===== src/rtl/wb_gpio_pkg.sv =====
// wb_gpio_pkg: register map and byte-lane write helper shared by the GPIO block
package wb_gpio_pkg;
    localparam int ADDR_LSB = 2;
    localparam logic [2:0] REG_DATA_IN    = 3'd0;
    localparam logic [2:0] REG_DATA_OUT   = 3'd1;
    localparam logic [2:0] REG_DIR        = 3'd2;
    localparam logic [2:0] REG_IRQ_MASK   = 3'd3;
    localparam logic [2:0] REG_IRQ_EDGE   = 3'd4;
    localparam logic [2:0] REG_IRQ_STATUS = 3'd5;

    function automatic logic [31:0] merge_bytes(input logic [31:0] old_v, input logic [31:0] new_v,
                                                input logic [3:0] sel);
        logic [31:0] m;
        for (int n = 0; n < 4; n++) m[8*n+:8] = sel[n] ? new_v[8*n+:8] : old_v[8*n+:8];
        return m;
    endfunction
endpackage


===== src/rtl/gpio_sync_edge.sv =====
// gpio_sync_edge: two-flop pad synchronizer with per-bit rise/fall detection
module gpio_sync_edge #(
    parameter int GPIO_WIDTH = 8
) (
    input  logic                  clk_i,
    input  logic                  rst_i,
    input  logic [GPIO_WIDTH-1:0] gpio_i,
    output logic [GPIO_WIDTH-1:0] sync_o,
    output logic [GPIO_WIDTH-1:0] rise_o,
    output logic [GPIO_WIDTH-1:0] fall_o
);
    logic [GPIO_WIDTH-1:0] meta_q, sync_q, prev_q;
    logic [1:0] warm_q, warm_d;
    logic live;

    // Events stay off until sync and prev both hold real pad samples.
    always_comb begin
        live = warm_q == 2'd3;
        warm_d = live ? warm_q : warm_q + 2'd1;
    end

    always_ff @(posedge clk_i or posedge rst_i) begin
        if (rst_i) begin
            meta_q <= '0;
            sync_q <= '0;
            prev_q <= '0;
            warm_q <= 2'd0;
        end else begin
            meta_q <= gpio_i;
            sync_q <= meta_q;
            prev_q <= sync_q;
            warm_q <= warm_d;
        end
    end

    assign sync_o = sync_q;
    assign rise_o = live ? sync_q & ~prev_q : '0;
    assign fall_o = live ? ~sync_q & prev_q : '0;
endmodule


===== src/rtl/wb_gpio.sv =====
// wb_gpio: Wishbone B3 classic GPIO responder with direction, output data and edge interrupts
module wb_gpio
    import wb_gpio_pkg::*;
#(
    parameter int GPIO_WIDTH = 8,
    parameter int ADDR_WIDTH = 5,
    parameter logic [GPIO_WIDTH-1:0] OUT_RESET = '0,
    parameter logic [GPIO_WIDTH-1:0] DIR_RESET = '0
) (
    input  logic                  wb_clk_i,
    input  logic                  wb_rst_i,
    input  logic [ADDR_WIDTH-1:0] wb_adr_i,
    input  logic [31:0]           wb_dat_i,
    input  logic [3:0]            wb_sel_i,
    input  logic                  wb_we_i,
    input  logic                  wb_cyc_i,
    input  logic                  wb_stb_i,
    output logic [31:0]           wb_dat_o,
    output logic                  wb_ack_o,
    output logic                  wb_err_o,
    input  logic [GPIO_WIDTH-1:0] gpio_i,
    output logic [GPIO_WIDTH-1:0] gpio_o,
    output logic [GPIO_WIDTH-1:0] gpio_oe,
    output logic                  irq_o
);
    localparam int W = GPIO_WIDTH;

    logic [W-1:0] sync, rise, fall, evt, w1c;
    logic [W-1:0] out_q, out_d, dir_q, dir_d, mask_q, mask_d, edge_q, edge_d, stat_q, stat_d;
    logic [31:0] dat_q, dat_d, rd_val;
    logic ack_q, ack_d, irq_q, irq_d, req, wr;
    logic [2:0] idx;
    logic unused_adr;

    function automatic logic [31:0] ext(input logic [W-1:0] v);
        logic [31:0] r;
        r = '0;
        r[W-1:0] = v;
        return r;
    endfunction

    gpio_sync_edge #(.GPIO_WIDTH(W)) u_sync (
        .clk_i (wb_clk_i),
        .rst_i (wb_rst_i),
        .gpio_i(gpio_i),
        .sync_o(sync),
        .rise_o(rise),
        .fall_o(fall)
    );

    // Writes commit on the edge that closes the ack cycle, so a reset during ack drops them.
    always_comb begin
        idx = wb_adr_i[ADDR_LSB+:3];
        req = wb_cyc_i & wb_stb_i & ~ack_q;
        wr = ack_q & wb_cyc_i & wb_stb_i & wb_we_i;
        evt = (edge_q & rise) | (~edge_q & fall);
        out_d = (wr && idx == REG_DATA_OUT) ? W'(merge_bytes(ext(out_q), wb_dat_i, wb_sel_i)) : out_q;
        dir_d = (wr && idx == REG_DIR) ? W'(merge_bytes(ext(dir_q), wb_dat_i, wb_sel_i)) : dir_q;
        mask_d = (wr && idx == REG_IRQ_MASK) ? W'(merge_bytes(ext(mask_q), wb_dat_i, wb_sel_i)) : mask_q;
        edge_d = (wr && idx == REG_IRQ_EDGE) ? W'(merge_bytes(ext(edge_q), wb_dat_i, wb_sel_i)) : edge_q;
        w1c = (wr && idx == REG_IRQ_STATUS) ? W'(merge_bytes('0, wb_dat_i, wb_sel_i)) : '0;
        stat_d = (stat_q & ~w1c) | evt;
        rd_val = idx == REG_DATA_IN    ? ext(sync)   :
                 idx == REG_DATA_OUT   ? ext(out_q)  :
                 idx == REG_DIR        ? ext(dir_q)  :
                 idx == REG_IRQ_MASK   ? ext(mask_q) :
                 idx == REG_IRQ_EDGE   ? ext(edge_q) :
                 idx == REG_IRQ_STATUS ? ext(stat_q) : '0;
        dat_d = (req && !wb_we_i) ? rd_val : '0;
        ack_d = req;
        irq_d = |(stat_q & mask_q);
    end

    always_ff @(posedge wb_clk_i or posedge wb_rst_i) begin
        if (wb_rst_i) begin
            out_q <= OUT_RESET;
            dir_q <= DIR_RESET;
            mask_q <= '0;
            edge_q <= '0;
            stat_q <= '0;
            dat_q <= '0;
            ack_q <= 1'b0;
            irq_q <= 1'b0;
        end else begin
            out_q <= out_d;
            dir_q <= dir_d;
            mask_q <= mask_d;
            edge_q <= edge_d;
            stat_q <= stat_d;
            dat_q <= dat_d;
            ack_q <= ack_d;
            irq_q <= irq_d;
        end
    end

    assign unused_adr = ^wb_adr_i;
    assign wb_ack_o = ack_q & wb_cyc_i;
    assign wb_dat_o = wb_cyc_i ? dat_q : '0;
    assign wb_err_o = 1'b0;
    assign gpio_o = out_q;
    assign gpio_oe = dir_q;
    assign irq_o = irq_q;
endmodule


===== config.mk =====
export PLATFORM = sky130hd
export DESIGN_NAME = wb_gpio
export DESIGN_NICKNAME = d
export VERILOG_FILES = /design/src/rtl/wb_gpio_pkg.sv /design/src/rtl/gpio_sync_edge.sv /design/src/rtl/wb_gpio.sv
export SDC_FILE = /design/constraint.sdc
export NUM_CORES = 1
export LEC_CHECK = 0
export BUFFER_PORTS_ARGS = -buffer_cell sky130_fd_sc_hd__buf_2
export CORE_ASPECT_RATIO = 2
export CORE_UTILIZATION = 30
export DETAILED_ROUTE_END_ITERATION = 10
export SLEW_MARGIN = 20
export SYNTH_ARGS = -nofsm -noshare
export SYNTH_HDL_FRONTEND = slang
export SYNTH_SLANG_ARGS = --single-unit
export TNS_END_PERCENT = 50

===== constraint.sdc =====
create_clock -name wb_clk_i -period 4.08 [get_ports wb_clk_i]
set_input_delay 0.816 -clock wb_clk_i [delete_from_list [all_inputs] [get_ports wb_clk_i]]
set_output_delay 0.816 -clock wb_clk_i [all_outputs]
set_load 0.005 [all_outputs]

Word level (Yosys, flattened, before mapping)
Cells that the tools add are included.
W data, S select, Z words.
Operators by class
  reduce and logical (&&, ||, !) cells: 13
  eq/ne operators: 6
  order comparisons: 0
  shift operators: 0
  div/mod/pow operators: 0
  multiply operators: 0
  add/sub/neg operators: 1
  mux-type cells: 12
  bitwise logic cells: 18
Operator list (number)
  $mux W8: 12
  $and A8 B8 Y8: 6
  $not A8 Y8: 4
  $or A8 B8 Y8: 2
  $reduce_and A2 Y1: 4
  $reduce_or A8 Y1: 1
  $eq A3 B2 Y1 const B: 2
  $eq A3 B3 Y1 const B: 2
  $logic_and A1 B1 Y1: 6
  $and A1 B1 Y1: 5
  $eq A3 B1 Y1 const B: 1
  $logic_not A3 Y1: 1
  $add A2 B1 Y2 const B: 1
  $eq A2 B2 Y1 const B: 1
  $logic_not A1 Y1: 1
  $not A1 Y1: 1
Storage, ports and cells
  register bits: 76
  bits in latches: 0
  output and inout port bits: 51
  logic and storage cells: 62
  bits in writable memories: 0
  memories kept: 0
  input port bits: 54
  ROM bits: 0

Logic depth before layout (Yosys ltp)
Gate-level depths: netlist (run 1).
  word-level depth: 8
  depth in mapped cells: 5
  depth with buffers taken out: 3

By module
From an unflattened synthesis (run 1), not the netlist that was laid out.
Unflattened totals
  cells, all modules: 270
  area, all modules: 3504.6 sq um
Modules (own cells, without submodules)
  wb_gpio: cells an instance 222, area each 2646.3 sq um, instances 1, sequential area each 1251.2 sq um
  gpio_sync_edge: cells an instance 48, area each 858.3 sq um, instances 1, sequential area each 650.6 sq um

Least setup slack after synthesis (run 1)
No wires, ideal clock.
  kind: input to register
  start: input wb_adr_i[3]
  end: register edge_q[0]
  library setup time: 0.125 ns
  arrival: 1.873 ns
  path buffers: 1
  slack: 2.082 ns
  cell stages on the path: 4
  path through: and4b_1 buf_4 nor3b_4 mux2_2
On the way
  longest elaborated chain between the ends: 3
RTL lines
  start, declared: RTL line wb_gpio.sv:12  | input logic [ADDR_WIDTH-1:0] wb_adr_i,
  $eq A3 B3 Y1: RTL line wb_gpio.sv:60  | edge_d = (wr && idx == REG_IRQ_EDGE) ? W'(merge_bytes(ext(edge_q), wb_dat_i, wb_sel_i)) : edge_q;
  $logic_and A1 B1 Y1: RTL line wb_gpio.sv:60
  $reduce_and A2 Y1 (no line)
  end signal, assigned: RTL line wb_gpio.sv:88  | edge_q <= edge_d;
  end, declared: RTL line wb_gpio.sv:29  | logic [W-1:0] out_q, out_d, dir_q, dir_d, mask_q, mask_d, edge_q, edge_d, stat_q, stat_d;
Every way passes these cells.
A chain may end at the register's enable or synchronous reset.

Final worst setup path (run 1)
  start: input wb_adr_i[2]
  end: register out_q[3], in the netlist gpio_o[3]
On the way
  longest elaborated chain between the ends: 3
RTL lines
  $eq A3 B1 Y1: RTL line wb_gpio.sv:57  | out_d = (wr && idx == REG_DATA_OUT) ? W'(merge_bytes(ext(out_q), wb_dat_i, wb_sel_i)) : out_q;
  $logic_and A1 B1 Y1: RTL line wb_gpio.sv:57
  $reduce_and A2 Y1 (no line)
  end signal, assigned: RTL line wb_gpio.sv:85  | out_q <= out_d;
  end, declared: RTL line wb_gpio.sv:29
Every way passes these cells.

==> metrics.cfg, run 1 <==
[run_status]
status = complete, no violations

[clock_tree]
cts_buffer_depth = 2
clk_pin_slew_ns = 0.06
clk_latency_ns = 0.33
clock_sink_count = 76
cts_resized = 0
post_cts_buffers = 0
root_buffer = clkbuf_16
htree_num_levels = 3
cts_tree = done
cts_buffers = 9
cts_hold_buf = 0

[critical_path]
cp-end-kind = flip-flop
crit_chain = buf_2, and4_1, nand3_1, mux2_2
critPathMaxStageDelay_ns = 0.65
timing.critical_path.slowest_stage_cell = and4_1
cp.arrival_ns = 3.14
cp_max_fo = 30
start_kind = input port
critPathRequiredTime_ns = 4.30
worstSetupPathType = in2reg

[cells_and_area]
nets = 374
antenna_cells = 0
drive_gt1_share_pct = 34.6
area.growth.synth_to_final_pct = 17.5
final_util_pct = 36.5
instances_no_fill = 464
stdcell_area_mm2 = 0.00402

[placed_design]
hpwlAfterDp_mm = 5.34
io_buffers = 50
placedCellCount = 448
place_area_mm2 = 0.00371
dp_slack_ns = 0.837
place.gp.congestion = 0.786

[logic_synthesis]
synth.area.top_cells = dfrtp_1 56%, mux2_2 11%, buf_4 6.1%
ys_ff_latch = 76
ys_top_cells_by_count = 76 x dfrtp_1, 33 x mux2_2, 28 x buf_4
syn_inst = 269
synth_cell_types = 35
synth_top_area_cell = dfrtp_1
synth_compound_area_share_pct = 8.86
synth.area.mux_share_pct = 15.6
synth-main-ff-cell = dfrtp_1
yosysSeqAreaShare_pct = 55.6
synth_xor_area_share_pct = 0.256
synth.most_common_cell = dfrtp_1
synth_top_family_by_area = multiplexers
synth_edf_count = 0
syn_avg_cell_area_um2 = 12.7
ys_warn_count = 0
async_flop_share_pct = 100
synth_area_mm2 = 0.00342
synth-simple-area-share_pct = 11.7
synthDominantCellAreaShare_pct = 55.6
synth_fa_ha_area_share_pct = 0.366

[power_and_ir_drop]
powerDensity_mw_per_mm2 = 427
power.leakage_nw = 1.95
p_total_mw = 1.72
vdd_drop_max_uv = 211

[timing]
rsz0062_at_grt = no
hold_slack_ns = 0.346
setup_violations = 0
fin_crit_sh_pct = 71.7
maxSlewViolCount = 0
clock_skew_ns = 0.00407
max_freq_mhz = 342
hold_violations = 0
tightest_slew_ns = 0.975
tns_ns = 0
timing.final.ws_setup_ns = 1.15
slew_headroom_pct = 34.6
fin_crit_ns = 2.93

[drt]
drtIter0Drc = 162
viasPerCell = 4.88
wl_per_cell_um = 16.6
firstDrtPassIters = 4
drt_wl_total_mm = 7.72
ant_nets = 0
num_vias = 2262
drc = 0

[global_routing]
overflow = 0
grt_max_degree = 67
grt_pass1_wl_mm = 12.4
first_global_vias = 2321
antenna_found_initial = 0
grtUsageTotal_pct = 14.1

[floorplanning]
ios = 105
die_h_um = 153
core.rowCount = 54
initial_utilization_pct = 31.0
dieArea_mm2 = 0.0119
fp.dieW_um = 77.5
coreArea_mm2 = 0.0110

[min_path]
min_path_type = reg2reg

[job]
drv_cap = 0

==> cells in the final DEF, fill, tap and decap left out, types with 2 or more instances in the layout <==
| master | instances |
|---|---|
| dfrtp_1 | 76 |
| buf_2 | 50 |
| mux2_2 | 33 |
| conb_1 | 25 |
| mux2i_1 | 16 |
| nor2_1 | 10 |
| nand3_1 | 10 |
| and2_1 | 9 |
| nand2b_1 | 9 |
| clkbuf_16 | 9 |
| a22o_1 | 8 |
| o21ai_0 | 8 |
| nand3b_1 | 7 |
| o221a_2 | 7 |
| nor3b_1 | 6 |
| a211oi_1 | 6 |
| nand2_1 | 4 |
| a22oi_1 | 4 |
| nor3_2 | 3 |
| inv_1 | 2 |
| clkinv_2 | 2 |
| clkbuf_8 | 2 |
==> power by group <==
group	switching (mW)	leakage, nW	internal, mW
combinational	0.0693	0.854	0.0488
clock	0.289	0.149	0.504
sequential	0.0206	0.947	0.784
==> registers in the layout, indices dropped and copies added, names as in the netlist <==
name,flops
gpio_oe,8
stat_q,8
gpio_o,8
u_sync.meta_q,8
u_sync.warm_q,2
edge_q,8
dat_q,8
u_sync.sync_o,8
irq_o,1
mask_q,8
u_sync.prev_q,8
ack_q,1
==> cell families (layout without fill, tap and decap cells) <==
| group | Yosys count | after routing |
|---|---|---|
| fa+ha+maj | 1 | 1 |
| buf+inv | 39 | 70 |
| compound gates | 38 | 38 |
| simple gates | 64 | 64 |
| other cells | 1 | 25 |
| xor+xnor | 1 | 1 |
| flops | 76 | 76 |
| mux | 49 | 49 |
==> routing by layer <==
metal | track usage, % | routed length [µm] | up-vias
li1 | - | - | 1024
met1 | 15.0 | 3030 | 1148
met2 | 25.2 | 4170 | 79
met3 | 3.10 | 341 | 11
met4 | 7.82 | 178 | 0
met5 | 0 | 0 | -
==> area by class of cell <==
type | instances | area (µm²)
Clock buffer | 12 | 256
Clock inverter | 4 | 47.5
Timing Repair Buffer | 51 | 270
Tap cell | 140 | 175
Inverter | 3 | 11.3
Sequential cell | 76 | 1900
Multi-Input combinational cell | 178 | 1360
Fill cell | 1058 | 7000
==> path summary, 6_finish.rpt <==
| check | from | endpoint | slack, ns | depth (start not counted) |
|---|---|---|---|---|
| worst max-delay path | wb_adr_i[2] | gpio_o[3] | 1.15 | 4 |
| worst min-delay path | u_sync.meta_q[3] | u_sync.sync_o[3] | 0.35 | 0 |
| worst max register to register | ack_q | edge_q[6] | 1.98 | 3 |
| worst min register to register | u_sync.meta_q[3] | u_sync.sync_o[3] | 0.35 | 0 |
| max in group asynchronous | wb_rst_i | u_sync.sync_o[1] | 3.06 | 3 |
| min in group asynchronous | wb_rst_i | u_sync.meta_q[2] | 0.40 | 2 |
==> critical path: cells and delay by family <==
family	cells	cell delay, ns
AND/OR/NAND/NOR	2	1.26
multiplexers	1	0.47
buffers and inverters	1	0.58
Note: power is estimated with default switching activity, not from simulation.
==> run 2: changes to the inputs <==
--- a/config.mk
+++ b/config.mk
@@ -5,6 +5,7 @@
 export SDC_FILE = /design/constraint.sdc
 export NUM_CORES = 1
 export LEC_CHECK = 0
+export ABC_AREA = 1
 export BUFFER_PORTS_ARGS = -buffer_cell sky130_fd_sc_hd__buf_2
 export CORE_ASPECT_RATIO = 2
 export CORE_UTILIZATION = 30
==> constraint.sdc (replaced) <==
create_clock -name wb_clk_i -period 2.85 [get_ports wb_clk_i]
set_input_delay 0.57 -clock wb_clk_i [delete_from_list [all_inputs] [get_ports wb_clk_i]]
set_output_delay 0.57 -clock wb_clk_i [all_outputs]
set_load 0.005 [all_outputs]
==> run 2 against run 1 <==
Effect of this change:
- combinational power grew 39%
- clock skew is essentially flat
- critical endpoint is now wb_dat_o[2]
- via count grew 9.9%
- largest cell class unchanged
- utilization grew 0.21 points
==> metrics.cfg, run 2 <==
[power_and_ir_drop]
powerDensity_mw_per_mm2 = 654
vdd_drop_max_uv = 303
power.leakage_nw = 1.98

[cells_and_area]
drive_gt1_share_pct = 22.1
most-common-layout-cells = 83 x nand2_1, 76 x dfrtp_1, 53 x o21ai_0
area.growth.synth_to_final_pct = 19.3
fill_cells = 1107
final_common_cell = nand2_1
multi_input_area_mm2 = 0.00118
regArea_mm2 = 0.00190
antenna_cells = 0
nets = 467

[critical_path]
start_kind = input port
cp.arrival_ns = 1.00
critPathRequiredTime_ns = 2.28
cp-end-kind = primary output
cp_max_fo = 10
worstSetupPathType = in2out

[timing]
fin_crit_sh_pct = 55.1
setup_violations = 0
maxSlewViolCount = 0
timing.final.ws_setup_ns = 1.28
hold_violations = 0
tns_ns = 0
max_freq_mhz = 637
rsz0062_at_grt = no
clock_skew_ns = 0.00410
fin_crit_ns = 1.57

[clock_tree]
clk_latency_ns = 0.33
cts_tree = done
post_cts_buffers = 0
root_buffer = clkbuf_16
cts_buffers = 9
cts_buffer_depth = 2
clock_sink_count = 76
clk_pin_slew_ns = 0.06
htree_num_levels = 3
cts_resized = 0
cts_hold_buf = 0

[min_path]
min_path_type = in2async

[floorplanning]
die_h_um = 152
initial_utilization_pct = 30.8
fp.dieW_um = 76.9
core.rowCount = 54
coreArea_mm2 = 0.0109
ios = 105
dieArea_mm2 = 0.0117

[global_routing]
overflow = 0
grt_max_degree = 77
first_global_vias = 2472
grt_pass1_wl_mm = 12.3
antenna_found_initial = 0
grtUsageTotal_pct = 13.8

[drt]
wl_per_cell_um = 13.0
num_vias = 2486
viasPerCell = 4.46
drt_wl_total_mm = 7.25
firstDrtPassIters = 4
drc = 0
drtIter0Drc = 109
ant_nets = 0

[logic_synthesis]
synth-main-ff-cell = dfrtp_1
ys_ff_latch = 76
synth_top_area_cell = dfrtp_1
syn_avg_cell_area_um2 = 9.38
synthDominantCellAreaShare_pct = 56.5
synth.most_common_cell = nand2_1
async_flop_share_pct = 100
syn_inst = 359
ys_top_cells_by_count = 83 x nand2_1, 76 x dfrtp_1, 53 x o21ai_0
synth_edf_count = 0
ys_warn_count = 0
synth_cell_types = 28
synth_area_mm2 = 0.00337
synth.area.top_cells = dfrtp_1 56%, nand2_1 9.3%, o21ai_0 7.9%
yosysSeqAreaShare_pct = 56.5

[placed_design]
dp_slack_ns = 0.890
io_buffers = 50
place.gp.congestion = 0.792
hpwlAfterDp_mm = 5.50

[job]
drv_cap = 0

[run_status]
status = complete, no violations

[run 2: worst paths after layout]
check                      slack (ns)              from          endpoint  cells past startpoint
setup / recovery                 1.28          wb_cyc_i       wb_dat_o[2]                      4
hold / removal                   0.30          wb_rst_i  u_sync.meta_q[6]                      3
setup reg to reg                 1.35             ack_q         stat_q[2]                      5
hold reg to reg                  0.35  u_sync.meta_q[6]  u_sync.sync_o[6]                      0
max in group asynchronous        2.21          wb_rst_i         edge_q[2]                      3
min in group wb_clk_i            0.34         gpio_i[7]  u_sync.meta_q[7]                      1
[run 2: report_power, final]
part	switching [mW]	total (mW)	leakage [nW]	internal, mW
Sequential	0.0280	1.15	0.947	1.12
Clock	0.435	1.31	0.169	0.878
Combinational	0.107	0.164	0.865	0.0574
[run 2: final cells by class]
type                       instances  share of cell area (%)
timing repair buffer              53                    7.10
sequential                        76                    47.4
multi-input combinational        240                    29.5
inverter                          32                    2.99
tap                              140                    4.36
clock buffer                      10                    5.95
clock inverter                     6                    2.77
[run 2: logic make-up (layout without fill, tap and decap cells)]
family	after synthesis	after routing	share of synthesized area, %
other	1	25	0.111
buffers and inverters	67	101	11.0
muxes	1	1	0.334
AOI/OAI and AO/OA	86	86	13.9
DFF	76	76	56.5
adders and majority gates	1	1	0.372
and+or+nand+nor	126	126	17.5
xor gates and xnor gates	1	1	0.260
[run 2: metrics by stage]
stage                     std cells  area [µm²]  hold slack, ns  utilization [%]  power, mW
after floorplan                 383        3460           0.331                -       1.29
after global placement          541        3670           0.334             33.5       1.33
after detailed placement        541        3670           0.335             33.5       1.34
after CTS                       557        4020           0.327             36.7       2.66
after global routing            557        4020           0.328             36.7       2.74
final                           557        4020           0.301             36.7       2.63
[run 2: critical path: stages]
cell and delay [ns]:
buf_2 0.20, nand2_1 0.07, inv_1 0.06, buf_2 0.10
[run 2: routing by layer]
layer / GRT usage [%] / share of wire [%]
met1: 14.0 / 37
met3: 3.30 / 3.7
met5: 0 / 0
met2: 25.2 / 56
met4: 7.69 / 3.0
